<file path="config.mk">
export PLATFORM = sky130hd
export DESIGN_NAME = regfile_preloader
export DESIGN_NICKNAME = d
export VERILOG_FILES = /design/src/rtl/regfile_preloader.sv
export SDC_FILE = /design/constraint.sdc
export NUM_CORES = 1
export LEC_CHECK = 0
export CAP_MARGIN = 20
export CORE_MARGIN = 2
export CORE_UTILIZATION = 33
export CTS_CLUSTER_DIAMETER = 150
export DETAILED_ROUTE_END_ITERATION = 10
export PLACE_DENSITY = 0.81
export SLEW_MARGIN = 20
export SYNTH_ARGS = -nofsm -noshare
export SYNTH_HDL_FRONTEND = slang
export SYNTH_SLANG_ARGS = --single-unit
</file>
<file path="constraint.sdc">
create_clock -name clock -period 2.2 [get_ports clock]
set_input_delay 0.22 -clock clock [delete_from_list [all_inputs] [get_ports clock]]
set_output_delay 0.22 -clock clock [all_outputs]
set_load 0.02 [all_outputs]
</file>
<file path="src/rtl/regfile_preloader.sv">
// Register-file preloader: streams words into FIRST_REG..LAST_REG while holding the CPU.
// Optional running checksum of accepted words when PRELOAD_CHECKSUM_EN is defined.
module regfile_preloader #(
   parameter int unsigned FIRST_REG     = 1,
   parameter int unsigned LAST_REG      = 31,
   parameter int unsigned RELEASE_DELAY = 2
) (
   input  logic        clock,
   input  logic        reset,
   input  logic        start,
   input  logic        in_valid,
   input  logic [31:0] in_data,
   output logic        in_ready,
   input  logic        cpu_rwe,
   input  logic [4:0]  cpu_rd,
   input  logic [31:0] cpu_rdata,
   output logic        rf_we,
   output logic [4:0]  rf_rd,
   output logic [31:0] rf_data,
   output logic        cpu_hold,
   output logic        busy,
   output logic        done,
   output logic [5:0]  loaded_count
`ifdef PRELOAD_CHECKSUM_EN
   ,
   output logic [31:0] checksum
`endif
);

   localparam logic [4:0] FIRST   = 5'(FIRST_REG);
   localparam logic [4:0] LAST    = 5'(LAST_REG);
   localparam logic [3:0] REL_END = 4'(RELEASE_DELAY - 1);

   typedef enum logic [2:0] {
      S_IDLE,
      S_HOLD,
      S_LOAD,
      S_RELEASE,
      S_DONE
   } state_t;

   state_t      state_q, state_d;
   logic [4:0]  ptr_q, ptr_d;
   logic [5:0]  cnt_q, cnt_d;
   logic [3:0]  rel_q, rel_d;
   logic        hold_q, hold_d;
   logic        fire;
   logic        go;

   always_comb begin
      state_d  = state_q;
      ptr_d    = ptr_q;
      cnt_d    = cnt_q;
      rel_d    = rel_q;
      in_ready = (state_q == S_LOAD);
      busy     = (state_q == S_HOLD) || (state_q == S_LOAD)
              || (state_q == S_RELEASE);
      done     = (state_q == S_DONE);
      fire     = in_valid & in_ready;
      go       = 1'b0;
      unique case (state_q)
         S_IDLE, S_DONE: begin
            if (start) begin
               go      = 1'b1;
               state_d = S_HOLD;
               ptr_d   = FIRST;
               cnt_d   = '0;
            end
         end
         S_HOLD: state_d = S_LOAD;
         S_LOAD: begin
            if (fire) begin
               cnt_d = cnt_q + 6'd1;
               if (ptr_q == LAST) begin
                  state_d = S_RELEASE;
                  rel_d   = '0;
               end else begin
                  ptr_d = ptr_q + 5'd1;
               end
            end
         end
         S_RELEASE: begin
            if (rel_q == REL_END) state_d = S_DONE;
            else                  rel_d   = rel_q + 4'd1;
         end
         default: state_d = S_IDLE;
      endcase
      hold_d = (state_d == S_HOLD) || (state_d == S_LOAD)
            || (state_d == S_RELEASE);
   end

   // Processor writes are dropped for the whole hold window, not just LOAD.
   always_comb begin
      rf_we   = cpu_rwe;
      rf_rd   = cpu_rd;
      rf_data = cpu_rdata;
      if (busy) begin
         rf_we   = fire;
         rf_rd   = ptr_q;
         rf_data = in_data;
      end
   end

   always_ff @(posedge clock) begin
      if (reset) begin
         state_q <= S_IDLE;
         ptr_q   <= FIRST;
         cnt_q   <= '0;
         rel_q   <= '0;
         hold_q  <= 1'b0;
      end else begin
         state_q <= state_d;
         ptr_q   <= ptr_d;
         cnt_q   <= cnt_d;
         rel_q   <= rel_d;
         hold_q  <= hold_d;
      end
   end

   assign cpu_hold     = hold_q;
   assign loaded_count = cnt_q;

`ifdef PRELOAD_CHECKSUM_EN
   logic [31:0] sum_q, sum_d;

   always_comb begin
      sum_d = sum_q;
      if (go)        sum_d = '0;
      else if (fire) sum_d = sum_q + in_data;
   end

   always_ff @(posedge clock) begin
      if (reset) sum_q <= '0;
      else       sum_q <= sum_d;
   end

   assign checksum = sum_q;
`endif

endmodule
</file>
* Yosys cells after proc, flatten, opt, wreduce, memory -nomap -nowiden *
Cells that the tools add are included.

cells by class
  bitwise gates (word level) = 1
  muxes and demuxes = 19
  add/sub/neg operators = 3
  reductions and logical operators = 11
  eq/ne operators = 14

operators with widths
  kind                                                   count
  two-way mux 32 bit                                     1
  two-way mux 5 bit                                      4
  == test 3 x 2 -> 1 bit, second input constant          4
  two-way mux 3 bit                                      4
  two-way mux 4 bit                                      3
  two-way mux 6 bit                                      2
  case mux 3 bit (4 select lines)                        1
  case mux 6 bit (2 select lines)                        1
  case mux 5 bit (2 select lines)                        1
  case mux 4 bit (2 select lines)                        1
  AND reduction 4 bit                                    2
  adder 6 x 1 -> 6 bit, second input constant            1
  == test 3 x 1 -> 1 bit, second input constant          2
  inequality test 2 bit, second input constant           3
  adder 5 x 1 -> 5 bit, second input constant            1
  == test 5 bit, second input constant                   1
  adder 4 x 1 -> 4 bit, second input constant            1
  == test 4 x 1 -> 1 bit, second input constant          1
  logical OR 1 bit                                       4
  inequality test 2 x 1 -> 1 bit, second input constant  2
  nonzero test 2 bit                                     2
  == test 3 bit, second input constant                   1
  logical NOT 3 bit                                      1
  AND reduction 3 bit                                    1
  other kinds (3)                                        3

word-level totals
  flip-flop bits (word level) = 19
  word-level logic and storage cells = 53

* Depth between registers and ports, before layout *
  depth after elaboration = 7
  depth in mapped cells = 6
  mapped depth without buffers = 6

* Least setup slack after synthesis *
OpenSTA, ideal clock, no wires.

  path type = reg-to-reg
  start point = register ptr_q[0]
  end point = register ptr_q[3]
  required time = 2.128 ns
  cell stages (with the launch flop) = 7
  clock period less this slack = 1.697 ns
  setup slack = 0.503 ns
  arrival = 1.625 ns
  path through = dfxtp_1 -> ha_1 -> and3_1 -> ha_1 -> nand4bb_1 -> a211oi_1 -> mux2i_1

between the ends
  longest elaborated chain between the ends = 4

ends and longest elaborated chain
  what                             line  source
  from (decl)                      43    logic [4:0] ptr_q, ptr_d;
  from (signal assigned)           113   ptr_q <= ptr_d;
  adder 5 x 1 -> 5 bit             78    ptr_d = ptr_q + 5'd1;
  two-way mux 5 bit                74    if (ptr_q == LAST) begin
  two-way mux 5 bit                72    if (fire) begin
  case mux 5 bit (2 select lines)  61    unique case (state_q)

Several ways; a longest one is shown, not always the timed one. The select of a mux whose other input is x is not followed.
A chain may end at the register's enable or synchronous reset.

* Final worst setup path *
  start point = register state_q[0]
  end point = output port rf_data[3]

between the ends
  longest elaborated chain between the ends = 4

ends and longest elaborated chain
  what                                                              line  source
  from (decl)                                                       42    state_t state_q, state_d;
  from (signal assigned)                                            112   state_q <= state_d;
  == test 3 x 1 -> 1 bit or == test 3 x 2 -> 1 bit (tied branches)  56    busy = (state_q == S_HOLD) || (state_q == S_LOAD)
  logical OR 1 bit                                                  56
  logical OR 1 bit *                                                57    || (state_q == S_RELEASE);
  two-way mux 32 bit *                                              97    if (busy) begin
  to (decl)                                                         19    output logic [31:0] rf_data,

Every way passes the cells marked *; elsewhere a longest branch is shown, timed or not.

==> impl_results.md <==
* Status: finished clean
* Total number of vias at 1710
* DR WL/cell at 16.5 um
* Gr ovfl total at 0
* Clock Tree Buf Depth at 2
* CTS root buf: clkbuf_8
* Ports at 122
* Finished Cell Area at 2860 sq um
* YS warnings at 0
* Synthesized cell area at 1510 sq um
* CTS tree: done
* GRT Util Overall at 20.6%
* Power Dens Cells at 447 nW/um^2
* Starting density of the core at 34.4%
* Post-synth EDFFs at 0
* Initial antenna violation count at 0
* Synthesized flop and latch total at 19
* DIE HEIGHT at 71.7 um
* Clk_lat worst skew at 260 ps
* Endpoints failing setup at 0
* Data arrival, critical path at 1910 ps
* Setup CP Type: flop to output pin
* Sw Ratio at 31.9%
* Largest area contributor in the netlist: mux2_2
* WP data required at 1980 ps
* Worst slew pin tran at 674 ps
* Top-count cell post-synth: mux2_2
* Port-buffer cells at 121
* Clk pwr share at 19.1%
* Die width at 71.7 um
* Core ar. at 4380 sq um
* Pleak at 1.07 nW
* Fillers at 384
* Hold Crit Class: flop to flop
* Clk sinks at 19
* CTS Buf Count at 3
* Asr flop ratio synth at 0%
* Slowest stage delay, CP at 540 ps
* Cell-internal power at 870 uW
* Worst Path Max Fanout at 24
* Top_reg_cell synth: dfxtp_1
* Max Cap Viol at 0
* Final #Nets at 363
* Worst IR Drop VDD at 0.431 mV
* Via-per-instance ratio at 5.10
* # diodes at 0
* R2r setup slk at 280 ps
* Yosys cell types at 38
* Most frequent cells after synthesis: mux2_2 (35), dfxtp_1 (19), nand3_1 (11)
* Slew headroom at 54.9%
* Critical path buffers and inverters at 2
* Clk_skew at 1.69 ps
* Iter 0 DRT Violations at 34
* Antenna-violating nets left at 0
* Crit share post-route at 96.6%
* Clock slew seen by the registers of the worst setup and hold paths at 70 ps
* Sum of negative setup slack at 0 ps
* CTS H-Tree Depth at 1
* Cells after Synth at 161
* Routability congestion estimate at 0.833
* Crit-path slowest cell: clkdlybuf4s50_1
* Top delay family on crit path: buffers and inverters
* Peak Freq at 470 MHz
* 1st-pass router iterations at 4
* Area after DPL at 2810 sq um
* Sw Pwr at 406 uW
* Hold buffer count at cts at 0
* Worst path cell trace: o21bai_4 > buf_12 > mux2_2 > clkdlybuf4s50_1
* Mean post-synth cell area at 9.38 sq um
* Vias in the first global route at 1663
* Yosys top cell area share at 26.1%
* Slew Viols, Final at 0
* Row count at 24
* Syn_nets at 240
* First-pass GRT wire length at 8430 um
* Sequential cell area fraction in the yosys report at 25.2%
* Minimum clock period at 2130 ps
* CP endpoint kind: output pin
* Final HPWL DP at 4330 um
* Area growth syn-to-layout at 89.1%
* Sequential share of power at 28.4%
* Comb pwr share at 52.5%
* Final wirelength at 5530 um
* Hold Fails Final Rpt at 0
* RSZ-0062 raised after global routing: no
* Main area contributors after synthesis: mux2_2 (26%), dfxtp_1 (25%), mux2i_1 (4.6%)
* # DRC at 0
* Ratio of cells with drive above 1 in the final layout at 19.1%
* Die ar. at 5130 sq um
* CP Launch Type: flop
* Largest net degree at the start of global routing at 25
-- worst register-to-register path, cell delays in order (launching register included) --
cell and delay (ps):
dfxtp_1 350, ha_1 230, and3_1 190, ha_1 250
nand4bb_1 280, a21oi_1 320, mux2i_1 240
-- final cells by class --
cell class / count / area [sq um] / area share (%)
repair buffers: 129 / 1300 / 45.5
multi-input cells: 126 / 1050 / 36.7
flip-flops and latches: 19 / 380 / 13.3
well taps: 52 / 65.1 / 2.28
clock buffers: 4 / 45.0 / 1.58
inverters: 5 / 18.8 / 0.657
-- cells by family (layout without fill, tap and decap cells) --
| group | Yosys count | in the layout | share of synthesized area, % |
|---|---|---|---|
| and+or+nand+nor | 52 | 52 | 22.1 |
| muxes | 42 | 42 | 30.7 |
| DFF | 19 | 19 | 25.2 |
| buffers and inverters | 16 | 138 | 5.88 |
| adders and majority gates | 5 | 5 | 4.14 |
| AOI/OAI and AO/OA | 27 | 27 | 11.9 |
-- per-stage QoR --
stage / hold slack (ps) / utilization [%] / total power [mW] / cells / worst slack, ps
floorplan: 406 / - / 0.695 / 161 / 503
global placement: 470 / 64.1 / 1.03 / 331 / 364
detailed placement: 487 / 64.1 / 1.04 / 331 / 323
CTS: 496 / 65.1 / 1.28 / 335 / 36.0
global route: 535 / 65.2 / 1.34 / 335 / 6.50
finish: 504 / 65.2 / 1.28 / 335 / 74.6
-- placed cells by master (no fill, tap or decap), drive strengths merged, types with 3 or more instances in the layout --
cell           count
buf                8
nand2              7
ha                 5
mux2i              7
nand3             11
mux2              35
o32ai              3
a211oi             3
a21oi             10
inv                4
nand2b             4
nor3b              3
nand3b             4
or3                8
clkbuf             4
clkdlybuf4s50    120
dfxtp             19
o21ai              5
and3               3
-- registers in the layout (all words and copies together) (netlist names) --
| signal | flops |
|---|---|
| cpu_hold | 1 |
| loaded_count | 6 |
| ptr_q | 5 |
| rel_q | 4 |
| state_q | 3 |
-- final timing paths --
kind | depth (start not counted) | startpoint | endpoint
setup / recovery | 4 | state_q[0]$_SDFF_PP0_ | rf_data[3]
hold reg to reg | 2 | rel_q[2]$_SDFFE_PP0P_ | rel_q[2]$_SDFFE_PP0P_
hold / removal | 2 | rel_q[2]$_SDFFE_PP0P_ | rel_q[2]$_SDFFE_PP0P_
setup reg to reg | 6 | ptr_q[0]$_SDFFE_PP1P_ | ptr_q[0]$_SDFFE_PP1P_
-- power groups by stage --
stage                     logic [mW]  clock network (mW)  registers [mW]
after floorplan                0.323                   0           0.373
after global placement         0.663                   0           0.369
after detailed placement       0.671                   0           0.370
after CTS                      0.675               0.247           0.362
after global routing           0.709               0.265           0.364
final                          0.670               0.244           0.362
-- per-layer routing --
layer,up-vias,wire length [um],share of wire (%),track usage (%)
met5,-,0,0,0
met1,796,2210,40,23.8
met4,0,61,1.1,3.98
met2,58,2920,53,38.7
li1,848,-,-,-
met3,8,339,6.1,4.78
-- repair_timing --
item,4_1_cts,5_1_grt
buffers inserted,0,0
gates resized for setup,0,1
endpoints found under the hold margin,0,0
endpoints found under the setup margin,0,1
Note: power is estimated with default switching activity, not from simulation.
